===== config.mk =====
export PLATFORM = sky130hd
export DESIGN_NAME = pipe_skid_stage
export DESIGN_NICKNAME = d
export VERILOG_FILES = /design/src/rtl/pipe_skid_stage.sv
export SDC_FILE = /design/constraint.sdc
export NUM_CORES = 1
export LEC_CHECK = 0
export CAP_MARGIN = 10
export CORE_AREA = 4 4 81 83
export CTS_CLUSTER_SIZE = 25
export DETAILED_ROUTE_END_ITERATION = 10
export DIE_AREA = 0 0 85 87
export PLACE_DENSITY = 0.83
export SYNTH_ARGS = -nofsm -noshare
export SYNTH_HDL_FRONTEND = slang
export SYNTH_SLANG_ARGS = --single-unit

===== constraint.sdc =====
create_clock -name i_clk -period 4 [get_ports i_clk]
set_clock_uncertainty 0.15 [all_clocks]
set_input_delay 0.6 -clock i_clk [delete_from_list [all_inputs] [get_ports i_clk]]
set_output_delay 0.6 -clock i_clk [all_outputs]
set_load 0.03 [all_outputs]

===== src/rtl/pipe_skid_stage.sv =====
// -----------------------------------------------------------------------------
// pipe_skid_stage
//
// Elastic pipeline stage between two 8051 core pipeline stages. A main
// register presents the head beat downstream; a skid register catches the one
// extra beat that upstream may push in the cycle downstream stalls. Every
// output is decoded from registers, so there is no combinational path from
// i_ready to o_ready and the stage still sustains one beat per cycle.
//
// Handshake: a beat transfers on a rising edge where valid and ready are both
// high on that side (in_fire = i_valid & o_ready, out_fire = o_valid & i_ready).
// The producer holds valid/data stable until the transfer; ready may change
// freely and carries no obligation when valid is low.
//
// Ports
//   i_clk    clock, all state changes on its rising edge
//   i_rst    synchronous active-high reset
//   i_flush  synchronous flush, drops held and incoming beats
//   i_valid  upstream beat valid
//   i_data   upstream payload (DATA_W bits)
//   o_ready  stage can accept a beat this cycle
//   o_valid  downstream beat valid
//   o_data   downstream payload (DATA_W bits), always the main register
//   i_ready  downstream accepts the beat this cycle
//   o_count  beats held: 0, 1 or 2 (also the observable FSM state)
// -----------------------------------------------------------------------------
module pipe_skid_stage #(
  parameter int DATA_W = 32
) (
  input  logic              i_clk,
  input  logic              i_rst,
  input  logic              i_flush,
  input  logic              i_valid,
  input  logic [DATA_W-1:0] i_data,
  output logic              o_ready,
  output logic              o_valid,
  output logic [DATA_W-1:0] o_data,
  input  logic              i_ready,
  output logic [1:0]        o_count
);

  typedef enum logic [1:0] {
    ST_EMPTY = 2'd0,
    ST_BUSY  = 2'd1,
    ST_FULL  = 2'd2
  } state_t;

  state_t            state_q, state_d;
  logic [DATA_W-1:0] main_q, main_d;
  logic [DATA_W-1:0] skid_q, skid_d;
  logic              in_fire, out_fire;

  // Registered-only output decode.
  assign o_valid  = (state_q != ST_EMPTY);
  assign o_ready  = (state_q != ST_FULL);
  assign o_data   = main_q;
  assign in_fire  = i_valid & o_ready;
  assign out_fire = o_valid & i_ready;

  always_comb begin
    o_count = 2'd0;
    case (state_q)
      ST_BUSY: o_count = 2'd1;
      ST_FULL: o_count = 2'd2;
      default: o_count = 2'd0;
    endcase
  end

  // Next-state and datapath.
  always_comb begin
    state_d = state_q;
    main_d  = main_q;
    skid_d  = skid_q;
    if (i_flush) begin
      // An input beat firing now is dropped; an output beat firing now has
      // already been taken downstream.
      state_d = ST_EMPTY;
      main_d  = '0;
      skid_d  = '0;
    end else begin
      case (state_q)
        ST_EMPTY: begin
          if (in_fire) begin
            state_d = ST_BUSY;
            main_d  = i_data;
          end
        end
        ST_BUSY: begin
          if (in_fire && out_fire) begin
            main_d = i_data;
          end else if (in_fire) begin
            // Downstream stalled: park the new beat behind the head.
            state_d = ST_FULL;
            skid_d  = i_data;
          end else if (out_fire) begin
            state_d = ST_EMPTY;
          end
        end
        ST_FULL: begin
          if (out_fire) begin
            state_d = ST_BUSY;
            main_d  = skid_q;
          end
        end
        default: begin
          // Unused encoding: fall back to a clean empty stage.
          state_d = ST_EMPTY;
        end
      endcase
    end
  end

  always_ff @(posedge i_clk) begin
    if (i_rst) begin
      state_q <= ST_EMPTY;
      main_q  <= '0;
      skid_q  <= '0;
    end else begin
      state_q <= state_d;
      main_q  <= main_d;
      skid_q  <= skid_d;
    end
  end

endmodule

==> flow_summary.yaml <==
place:
  placed_area_um2: 3700
  placedCellCount: 431
  port_buffers: 72
  dp_slack_ns: 1.25
  hpwl_mm: 4.62
  place.gp.congestion: 0.741
critical_path:
  setup.worst_path.class: "register to output pin"
  crit_chain: "nand2b_2, inv_2, clkdlybuf4s50_1"
  r2r_end: "o_data[2]"
  required_ns: 3.25
  cp-endpoint: "o_count[1]"
  cp_data_arrival_time_ns: 1.71
  critPathLaunch: "state_q[1]"
  critPathLaunchType: "register"
  r2r_start: "state_q[1]"
  critPathCaptureType: "output pin"
  worst_r2r_path_depth: 3
  critPathMaxStageDelay_ns: 0.66
  critical_path.max_fanout: 9
  r2r_slack_ns: 1.98
  crit_slowest_cell: "clkdlybuf4s50_1"
sta:
  fin_ws_ns: 1.54
  setup_viol: 0
  period_minus_slack_ns: 2.46
  period_share_pct: 61.5
  rsz0062_at_grt: "false"
  slew-limit-headroom_pct: 31.9
  worstMarginPinSlew_ns: 1.02
  slew_viol_final: 0
  fin_tns_setup_ns: 0
  fmax_mhz: 407
  final_hold_viol_count: 0
layout:
  final_nets: 404
  postLayoutCellArea_um2: 3870
  drive_above_1_share_pct: 15.4
  final_cells: 446
  area_delta_synth_final_pct: 28.6
  utilization_pct: 66.1
  fillers: 478
  diodes: 0
  layout_common_cells: "clkdlybuf4s50_1 (72), dfxtp_1 (66), nand2_1 (65)"
  final_common_cell: "clkdlybuf4s50_1"
floorplanning:
  row_count: 28
  coreArea_um2: 5850
  die-width_um: 85
  die_h_um: 87
  ios: 73
  die-area_um2: 7400
  initial_utilization_pct: 51.4
clocking:
  cts_max_level: 3
  numCtsBuffers: 9
  cts_sinks: 66
  clock_latency_ns: 0.33
  cts_resized: 0
  cts_tree: "yes"
  clkTransAtPathRegs_ns: 0.07
  ctsHoldBuffers: 0
  cts_setup_buffers: 0
  cts_root_buffer: "clkbuf_8"
  clk_path_buf_depth: 2
routing:
  drt_iter0_drc: 154
  dr_total_vias: 2475
  wl_per_cell_um: 16.4
  drc_errors: 0
  firstDrtPassIters: 4
  ant_nets: 0
  vias_per_cell: 5.55
  drt-total-wl_mm: 7.33
pwr:
  cellPowerDensity_nw_per_um2: 360
  leakagePower_nw: 1.47
  peakVddDrop_mv: 0.233
synthesis:
  synth_top_family_by_area: "compound AO/OA/AOI/OAI gates"
  synth_seq_cells: 66
  synth_nets: 348
  synthesis.area_um2: 3010
  async_flop_share_pct: 0
  synth_compound_area_share_pct: 27.7
  netlist-cell-type-count: 25
  yosys.area_share.adder_pct: 0
  syn_area_per_cell_um2: 9.67
  synth-xor-area-share_pct: 0
  postSynthCellCount: 311
  ys_warn_count: 0
  synth_ff_type: "dfxtp_1"
  synth_edf_count: 0
  synthMuxAreaShare_pct: 10.7
  synthSimpleGateAreaFrac_pct: 11.0
  ys_seq_area_share_pct: 43.9
run_status:
  status: "completed"
job:
  cap_viol_max_count: 0
global_routing:
  grt.overflow.total: 0
  antenna_found_initial: 0
  grt_max_degree: 45
  grt_pass1_vias: 2521
  grt_pass1_wl_mm: 12.1
  grt.total_usage_pct: 20.5
min_path:
  hp-class: "register to register"
[cell type report]
type / count / area, um2 / share of cell area, %
timing repair buffer: 79 / 773 / 20.0
clock inverter: 3 / 15.0 / 0.388
multi-input combinational: 210 / 1500 / 38.9
inverter: 1 / 3.75 / 0.0971
sequential: 66 / 1320 / 34.2
clock buffer: 12 / 155 / 4.01
tap: 75 / 93.8 / 2.43
[cells by family after synthesis]
kind of cell | count (synthesis)
multiplexers | 32
AND/OR/NAND/NOR | 77
buffers and inverters | 35
flip-flops | 66
AO/OA/AOI/OAI | 101
[per-stage QoR]
step / total power [W] / hold slack, ns
after global routing: 0.00145 / 0.323
after floorplan: 0.000828 / 0.286
after global placement: 0.000913 / 0.291
after CTS: 0.00140 / 0.304
final: 0.00139 / 0.304
after detailed placement: 0.000916 / 0.296
[registers in the layout, indices dropped and copies added, names as in the netlist]
signal and cells:
skid_q 32, state_q 2, o_data 32
[per-layer routing]
| layer | global-route usage, % | share of wire [%] | wire (um) | up-vias |
|---|---|---|---|---|
| met5 | 0 | 0 | 0 | - |
| met4 | 6.76 | 1.9 | 136 | 0 |
| met3 | 6.15 | 5.2 | 383 | 14 |
| met2 | 34.9 | 50 | 3650 | 76 |
| met1 | 24.6 | 43 | 3160 | 1156 |
| li1 | - | - | - | 1229 |
[where the power goes]
group / total, W / internal (W) / switching, W
registers: 0.000688 / 0.000675 / 0.0000129
logic: 0.000215 / 0.0000985 / 0.000117
clock network: 0.000489 / 0.000252 / 0.000237
total: 0.00139 / 0.00103 / 0.000366
[Yosys cell counts, types with 2 or more instances]
cell | count | area, um2
a211oi_1 | 34 | 255
nand2_1 | 65 | 244
mux2i_1 | 32 | 320
dfxtp_1 | 66 | 1320
nor2b_1 | 2 | 12.5
buf_2 | 17 | 85.1
a211oi_2 | 30 | 375
buf_6 | 6 | 67.6
a21oi_1 | 33 | 165
or2_1 | 2 | 12.5
nand2b_1 | 2 | 12.5
clkbuf_1 | 9 | 33.8
[how the worst min path moves through the flow]
stage	from	to	slack, ns	cells past startpoint
after detailed placement	skid_q[30]	skid_q[30]	0.30	2
after floorplan	skid_q[0]	skid_q[0]	0.29	2
after CTS	skid_q[30]	skid_q[30]	0.30	2
after global routing	skid_q[30]	skid_q[30]	0.32	2
final	skid_q[11]	skid_q[11]	0.30	2
after global placement	skid_q[11]	skid_q[11]	0.29	2
[critical path: cells and delay by family (launching register included)]
family / cells / cell delay [ns]
buffers and inverters: 2 / 0.72
DFF: 1 / 0.54
and+or+nand+nor: 1 / 0.12
(Power assumes the default switching activity.)
